### src/rtl/neander_core_param_if.sv
// Memory bus between the Neander core and its unified memory.
// The core drives address, write data and write strobe; the memory
// returns read data combinationally for the address currently presented.
interface neander_core_param_if #(
    parameter int ADDR_W = 8,
    parameter int DATA_W = 8
);
    logic [ADDR_W-1:0] mem_addr;
    logic [DATA_W-1:0] mem_rdata;
    logic [DATA_W-1:0] mem_wdata;
    logic              mem_we;

    modport master (
        output mem_addr,
        output mem_wdata,
        output mem_we,
        input  mem_rdata
    );

    modport slave (
        input  mem_addr,
        input  mem_wdata,
        input  mem_we,
        output mem_rdata
    );
endinterface

### src/rtl/neander_core_param.sv
// Parametrised Neander accumulator core.
// Multi-cycle FSM: FETCH -> DECODE -> (OPERAND -> (EXEC)) -> FETCH, plus a
// terminal HALT state. Memory is external with combinational read and
// write on the rising edge while mem_we is high.
module neander_core_param #(
    parameter int DATA_W = 8,
    parameter int ADDR_W = 8
) (
    input  logic                 clock,
    input  logic                 reset,
    input  logic                 enable,
    neander_core_param_if.master bus,
    output logic [ADDR_W-1:0]    pc,
    output logic [DATA_W-1:0]    ac,
    output logic                 flag_n,
    output logic                 flag_z,
    output logic                 halted,
    output logic [2:0]           state
);

    typedef enum logic [2:0] {
        S_FETCH   = 3'd0,
        S_DECODE  = 3'd1,
        S_OPERAND = 3'd2,
        S_EXEC    = 3'd3,
        S_HALT    = 3'd4
    } state_t;

    localparam logic [3:0] OP_NOP = 4'h0;
    localparam logic [3:0] OP_STA = 4'h1;
    localparam logic [3:0] OP_LDA = 4'h2;
    localparam logic [3:0] OP_ADD = 4'h3;
    localparam logic [3:0] OP_OR  = 4'h4;
    localparam logic [3:0] OP_AND = 4'h5;
    localparam logic [3:0] OP_NOT = 4'h6;
    localparam logic [3:0] OP_JMP = 4'h8;
    localparam logic [3:0] OP_JN  = 4'h9;
    localparam logic [3:0] OP_JZ  = 4'hA;
    localparam logic [3:0] OP_HLT = 4'hF;

    localparam logic [ADDR_W-1:0] PC_STEP = {{(ADDR_W-1){1'b0}}, 1'b1};

    state_t            state_r;
    logic [DATA_W-1:0] ir;
    logic [ADDR_W-1:0] rem;
    logic [3:0]        opcode;
    logic [ADDR_W-1:0] operand_addr;
    logic              jump_op;
    logic              jump_taken;

    assign opcode       = ir[DATA_W-1 -: 4];
    assign operand_addr = bus.mem_rdata[ADDR_W-1:0];
    assign jump_op      = (opcode == OP_JMP) || (opcode == OP_JN) || (opcode == OP_JZ);
    assign jump_taken   = (opcode == OP_JMP)
                       || ((opcode == OP_JN) && flag_n)
                       || ((opcode == OP_JZ) && flag_z);

    assign flag_n = ac[DATA_W-1];
    assign flag_z = (ac == '0);
    assign halted = (state_r == S_HALT);
    assign state  = state_r;

    // Only EXEC addresses the operand; every other state points at pc.
    assign bus.mem_addr  = (state_r == S_EXEC) ? rem : pc;
    assign bus.mem_wdata = ac;
    // Gating with reset keeps a STA caught by reset from landing in memory
    // on the very edge that discards it.
    assign bus.mem_we    = enable && !reset && (state_r == S_EXEC) && (opcode == OP_STA);

    // Instruction sequencing: fetch, decode, operand fetch and execute.
    always_ff @(posedge clock) begin
        // NOTE: all state here uses non-blocking assignments so every register
        // sees the pre-edge values of the others, exactly like the hardware.
        if (reset) begin
            state_r <= S_FETCH;
            pc      <= '0;
            ac      <= '0;
            ir      <= '0;
            rem     <= '0;
        end else if (enable) begin
            case (state_r)
                S_FETCH: begin
                    ir      <= bus.mem_rdata;
                    pc      <= pc + PC_STEP;
                    state_r <= S_DECODE;
                end
                S_DECODE: begin
                    case (opcode)
                        OP_NOT: begin
                            ac      <= ~ac;
                            state_r <= S_FETCH;
                        end
                        OP_HLT: state_r <= S_HALT;
                        OP_STA, OP_LDA, OP_ADD, OP_OR, OP_AND,
                        OP_JMP, OP_JN, OP_JZ: state_r <= S_OPERAND;
                        default: state_r <= S_FETCH; // NOP and unassigned opcodes
                    endcase
                end
                S_OPERAND: begin
                    if (jump_op) begin
                        pc      <= jump_taken ? operand_addr : pc + PC_STEP;
                        state_r <= S_FETCH;
                    end else begin
                        rem     <= operand_addr;
                        pc      <= pc + PC_STEP;
                        state_r <= S_EXEC;
                    end
                end
                S_EXEC: begin
                    case (opcode)
                        OP_LDA:  ac <= bus.mem_rdata;
                        OP_ADD:  ac <= ac + bus.mem_rdata;
                        OP_OR:   ac <= ac | bus.mem_rdata;
                        OP_AND:  ac <= ac & bus.mem_rdata;
                        default: ac <= ac; // STA writes through mem_we
                    endcase
                    state_r <= S_FETCH;
                end
                S_HALT:  state_r <= S_HALT;
                default: state_r <= S_FETCH;
            endcase
        end
    end

endmodule

### src/flat_wrapper.sv
// flat-port wrapper written by rule: the top's interface ports become plain ports
module neander_core_param_flat 
#(
    parameter int DATA_W = 8,
    parameter int ADDR_W = 8
)
  (clock, reset, enable, pc, ac, flag_n, flag_z, halted, state, bus_mem_addr, bus_mem_wdata, bus_mem_we, bus_mem_rdata);
  neander_core_param_if #(.ADDR_W(ADDR_W), .DATA_W(DATA_W)) bus_i ();
  input  logic clock;
  input  logic reset;
  input  logic enable;
  output logic [ADDR_W-1:0] pc;
  output logic [DATA_W-1:0] ac;
  output logic flag_n;
  output logic flag_z;
  output logic halted;
  output logic [2:0] state;
  output wire logic [$bits(bus_i.mem_addr)-1:0] bus_mem_addr;
  output wire logic [$bits(bus_i.mem_wdata)-1:0] bus_mem_wdata;
  output wire logic [$bits(bus_i.mem_we)-1:0] bus_mem_we;
  input wire logic [$bits(bus_i.mem_rdata)-1:0] bus_mem_rdata;
  assign bus_mem_addr = bus_i.mem_addr;
  assign bus_mem_wdata = bus_i.mem_wdata;
  assign bus_mem_we = bus_i.mem_we;
  assign bus_i.mem_rdata = bus_mem_rdata;
  neander_core_param #(.DATA_W(DATA_W), .ADDR_W(ADDR_W)) u_core (.clock(clock), .reset(reset), .enable(enable), .bus(bus_i), .pc(pc), .ac(ac), .flag_n(flag_n), .flag_z(flag_z), .halted(halted), .state(state));
endmodule
### config.mk
export PLATFORM = sky130hd
export DESIGN_NAME = neander_core_param_flat
export DESIGN_NICKNAME = d
export VERILOG_FILES = /design/src/rtl/neander_core_param_if.sv /design/src/rtl/neander_core_param.sv /design/src/flat_wrapper.sv
export SDC_FILE = /design/constraint.sdc
export NUM_CORES = 1
export LEC_CHECK = 0
export BUFFER_PORTS_ARGS = -buffer_cell sky130_fd_sc_hd__buf_2
export CORE_UTILIZATION = 60
export CTS_CLUSTER_SIZE = 8
export DETAILED_ROUTE_END_ITERATION = 7
export GPL_ROUTABILITY_DRIVEN = 0
export HOLD_SLACK_MARGIN = 0.02
export PLACE_DENSITY = 0.85
export SKIP_CTS_REPAIR_TIMING = 1
export SLEW_MARGIN = 15
export SYNTH_ARGS = -nofsm -noshare
export SYNTH_HDL_FRONTEND = slang
export SYNTH_SLANG_ARGS = --single-unit
export TNS_END_PERCENT = 5
### constraint.sdc
create_clock -name clock -period 4.4 [get_ports clock]
set_input_delay 0.66 -clock clock [delete_from_list [all_inputs] [get_ports clock]]
set_output_delay 0.66 -clock clock [all_outputs]
set_load 0.05 [all_outputs]
## After elaboration in Yosys (flattened, before gate mapping)

Cells that the tools add are included.

- Muxes and demuxes: 10
- Bitwise operators: 4
- Reduce and logical (&&, ||, !) cells: 19
- Add/subtract/negate cells: 2
- Equality and inequality tests: 16

Operators by type and width:

| kind | number |
|---|---|
| 8-bit two-way mux | 4 |
| 8-bit case mux with 2 select lines | 2 |
| 8-bit case mux with 4 select lines | 1 |
| 4-bit equality test (second input constant) | 4 |
| 4-bit by 3-bit equality test with 1-bit output (second input constant) | 3 |
| 3-bit case mux with 4 select lines | 1 |
| 8-bit by 1-bit adder with 8-bit output (second input constant) | 1 |
| 8-bit adder | 1 |
| 8-bit AND | 1 |
| 4-bit by 2-bit equality test with 1-bit output (second input constant) | 2 |
| 8-bit logical NOT | 1 |
| 8-bit NOT | 1 |
| 8-bit OR | 1 |
| 8-bit OR reduction | 1 |
| 3-bit by 2-bit equality test with 1-bit output (second input constant) | 2 |
| 3-bit case mux with 2 select lines | 1 |
| 1-bit logical AND | 5 |
| 5-bit inequality test (second input constant) | 1 |
| 4-bit by 1-bit equality test with 1-bit output (second input constant) | 1 |
| 1-bit logical OR | 4 |
| 2-bit AND reduction | 2 |
| 4-bit AND reduction | 1 |
| 2-bit nonzero test | 2 |
| 3-bit by 1-bit equality test with 1-bit output (second input constant) | 1 |
| 7 further kinds | 7 |

- Word-level logic and storage cells: 56
- Register bits: 35

## Logic depth before layout (Yosys ltp)

- Depth in word-level cells: 7
- Gate-level depth with buffers: 8
- Mapped depth without buffers: 7

## Worst setup path after synthesis

No wires, ideal clock.

- Kind: register to output
- Start point: register u_core.state_r[0] (netlist: u_core.state[0])
- End point: output bus_mem_we
- Slack: 1.087 ns
- Buffers on the path: 1
- Cell stages (with the launch flop): 4
- Required time: 3.740 ns
- Data arrival time: 2.653 ns
- Cells stage by stage: dfxtp_1 -> buf_4 -> nand3b_1 -> nor4_1

- Cells in the longest elaborated chain, start to end: 3

RTL lines:

| item | RTL line | RTL |
|---|---|---|
| from (decl) | neander_core_param.sv:43 | `state_t state_r;` |
| from (signal assigned) | neander_core_param.sv:75 | `state_r <= S_FETCH;` |
| from (signal assigned) | neander_core_param.sv:85 | `state_r <= S_DECODE;` |
| from (signal assigned) | neander_core_param.sv:91 | `state_r <= S_FETCH;` |
| 3-bit by 2-bit equality test with 1-bit output | neander_core_param.sv:68 | `assign bus.mem_we = enable && !reset && (state_r == S_EXEC) && (opcode == OP_STA);` |
| 1-bit logical AND (2 in series) | neander_core_param.sv:68 |  |
| to (decl) | flat_wrapper.sv:20 | `output wire logic [$bits(bus_i.mem_we)-1:0] bus_mem_we;` |

No other way between the ends.

## Final worst setup path

- Start point: register u_core.state_r[1] (netlist: u_core.state[1])
- End point: output bus_mem_addr[2]

- Cells in the longest elaborated chain, start to end: 2

RTL lines:

| item | RTL line | RTL |
|---|---|---|
| 3-bit by 2-bit equality test with 1-bit output | neander_core_param.sv:64 | `assign bus.mem_addr = (state_r == S_EXEC) ? rem : pc;` |
| 8-bit two-way mux | neander_core_param.sv:64 |  |
| to (decl) | flat_wrapper.sv:18 | `output wire logic [$bits(bus_i.mem_addr)-1:0] bus_mem_addr;` |

No other way between the ends.

==> results.py <==
metrics = {
    "outcome": {
        "status": "complete, no violations",
    },
    "clock_network": {
        "clkLatencyLatePin_ns": 0.29,
        "cts_tree": "done",
        "cts.sinks": 31,
        "clock_path_buffers": 2,
        "cts_max_level": 2,
        "cts_made_buffers": 5,
        "cts_root_buf": "clkbuf_8",
        "path_clk_slew_ns": 0.07,
    },
    "floorplan": {
        "row_count": 23,
        "dieWidth_um": 68.0,
        "io_pins": 50,
        "start_util_pct": 64.0,
        "core-area_um2": 4090,
        "die_area_um2": 4630,
        "die-height_um": 68.0,
    },
    "logic_synthesis": {
        "yosysWarnings": 0,
        "yosys.cell_types.count": 62,
        "async_flop_share_pct": 0,
        "synth_top_family_by_area": "simple AND/OR/NAND/NOR gates",
        "synth_xor_area_share_pct": 0.670,
        "synth-seq-cells": 31,
        "yosys-mux-area-fraction_pct": 4.26,
        "synth-compound-area-share_pct": 24.9,
        "synthAdderAreaFrac_pct": 8.90,
        "synth_area_um2": 2620,
        "netlist_instances": 353,
        "avgSynthCellArea_um2": 7.41,
        "synth_nets": 382,
        "synth-simple-area-share_pct": 28.0,
        "yosys_most_used_dff": "dfxtp_1",
        "ys_seq_area_share_pct": 23.7,
        "synth-edff-count": 0,
    },
    "layout": {
        "layout_common_cells": "buf_2, nand2_1, o21ai_0, dfxtp_1, a21oi_1",
        "antenna_cells": 0,
        "area_delta_synth_final_pct": 8.52,
        "mostFrequentLayoutCell": "buf_2",
        "layout.nets": 408,
        "final_area_um2": 2840,
        "drive_above_1_share_pct": 17.4,
    },
    "timing": {
        "grt_setup_unrepaired": "no",
        "skew_ns": 0.00937,
        "finalMaxSlewViolations": 0,
        "max_freq_ghz": 0.363,
        "hold_viol": 0,
        "max_slew.worst_pin.slew_ns": 1.00,
        "min_period_ns": 2.75,
        "post-route-worst-setup-slack_ns": 1.65,
        "holdWs_ns": 0.502,
        "fin_tns_setup_ns": 0,
        "min_period_over_period_pct": 62.5,
        "finalSetupViolCount": 0,
        "slew_headroom_pct": 32.9,
    },
    "setup_path": {
        "critPathKind": "reg -> out",
        "cp_slowest_cell": "and3b_1",
        "crit_family": "simple AND/OR/NAND/NOR gates",
        "cp_max_fo": 17,
        "crit_buf_inv": 1,
        "cp_data_arrival_time_ns": 2.09,
        "path_cells": "and3b_1 > nand2_1 > nand2_1 > buf_2",
        "cp-end-kind": "output port",
        "cp.required_ns": 3.74,
        "critPathMostFrequentCell": "nand2_1",
        "crit_start": "u_core.state[1]",
        "reg2reg_from": "u_core.ir[5]",
        "cp-start-kind": "flop",
        "cp_slowest_stage_delay_ns": 0.67,
    },
    "routing": {
        "postRouteAntennaNets": 0,
        "viasPerCell": 6.47,
        "num_vias": 2780,
        "first_pass_iters": 6,
        "first_iter_violations": 266,
        "totalWireLength_um": 6810,
        "drc_errors": 0,
        "wl_per_cell_um": 15.8,
    },
    "global_routing": {
        "grt_pass1_vias": 2302,
        "antenna_found_initial": 0,
        "grt_overflow_total": 0,
        "grtUsageTotal_pct": 30.3,
        "grt_max_degree": 32,
        "grt_pass1_wl_um": 10600,
    },
    "power_and_ir_drop": {
        "switching_power_mw": 0.215,
        "intPower_mw": 0.442,
        "p_leak_nw": 1.30,
        "p_per_area_nw_per_um2": 232,
        "peakVddDrop_uv": 115,
        "pwr-share-clk_pct": 33.7,
        "switching_share_pct": 32.7,
        "combPwrFrac_pct": 19.1,
        "seqPwrFrac_pct": 47.1,
    },
    "placement": {
        "hpwl_um": 4690,
        "dp_slack_ns": 1.77,
        "placed_cell_area_um2": 2760,
        "port_buffers": 49,
    },
    "run": {
        "cap_violations": 0,
    },
    "hold_path": {
        "min_from": "u_core.rem[2]",
        "hold_path.class": "reg -> reg",
    },
}
-- stage by stage --
| step | instances | power [mW] | util (%) |
|---|---|---|---|
| 2_1_floorplan | 353 | 0.408 | - |
| 3_3_place_gp | 422 | 0.436 | 67.5 |
| 3_5_place_dp | 422 | 0.440 | 67.5 |
| 4_1_cts | 430 | 0.655 | 69.4 |
| 5_1_grt | 430 | 0.683 | 69.4 |
| 6_report | 430 | 0.657 | 69.4 |
-- per-layer routing --
metal,track usage (%),routed length (um),vias up
li1,-,-,1320
met3,5.33,465,15
met1,38.1,2950,1318
met5,0,0,-
met2,50.9,3250,127
met4,11.7,147,0
-- synth_stat cells (all sizes together), types with 5 or more instances --
master	count	share of area, %
a211oi	8	2.5
a21oi	28	5.4
and3	8	1.9
buf	17	4.5
clkbuf	13	1.9
dfxtp	31	24
ha	17	8.1
inv	22	3.2
mux2i	10	3.8
nand2	47	6.9
nand3	13	2.5
nor2	22	3.2
nor3	6	1.3
o21ai	32	6.6
or3	6	1.4
or4	5	1.6
-- worst paths after layout --
check,to,slack (ns),cells past startpoint
worst max-delay path,bus_mem_addr[2],1.65,4
worst min-delay path,u_core.rem[2],0.50,2
worst max register to register,u_core.ac[4],1.81,5
worst min register to register,u_core.rem[2],0.50,2
-- layout make-up --
cell class	instances	area, um2
multi-input combinational	270	1750
sequential	31	621
inverter	22	82.6
fill	358	1250
clock buffer	7	76.3
timing repair buffer	49	245
clock inverter	1	5.00
tap	50	62.6
-- tightest hold or removal path, delay by kind of cell, from the launching register on --
kind / cells / cell delay [ns]
flip-flops: 1 / 0.33
multiplexers: 1 / 0.07
AND/OR/NAND/NOR: 1 / 0.07
-- power groups by stage --
| stage | sequential, mW | combinational, mW | clock (mW) |
|---|---|---|---|
| after floorplan | 0.315 | 0.0928 | 0 |
| after global placement | 0.315 | 0.121 | 0 |
| after detailed placement | 0.315 | 0.124 | 0 |
| after CTS | 0.309 | 0.125 | 0.221 |
| after global routing | 0.312 | 0.138 | 0.234 |
| final | 0.310 | 0.126 | 0.222 |
-- cells by family (layout without fill, tap and decap cells) --
kind of cell	after synthesis	count (layout)
muxes	11	11
AOI/OAI and AO/OA	101	101
and+or+nand+nor	138	138
adders and majority gates	18	18
xor gates and xnor gates	2	2
DFF	31	31
buffers and inverters	52	79
-- registers in the layout (all words and copies together), names as in the netlist --
signal / flops
u_core.ac: 8
u_core.pc: 8
u_core.state: 3
u_core.ir: 4
u_core.rem: 8
No activity file was read; power rests on OpenSTA's default activity.
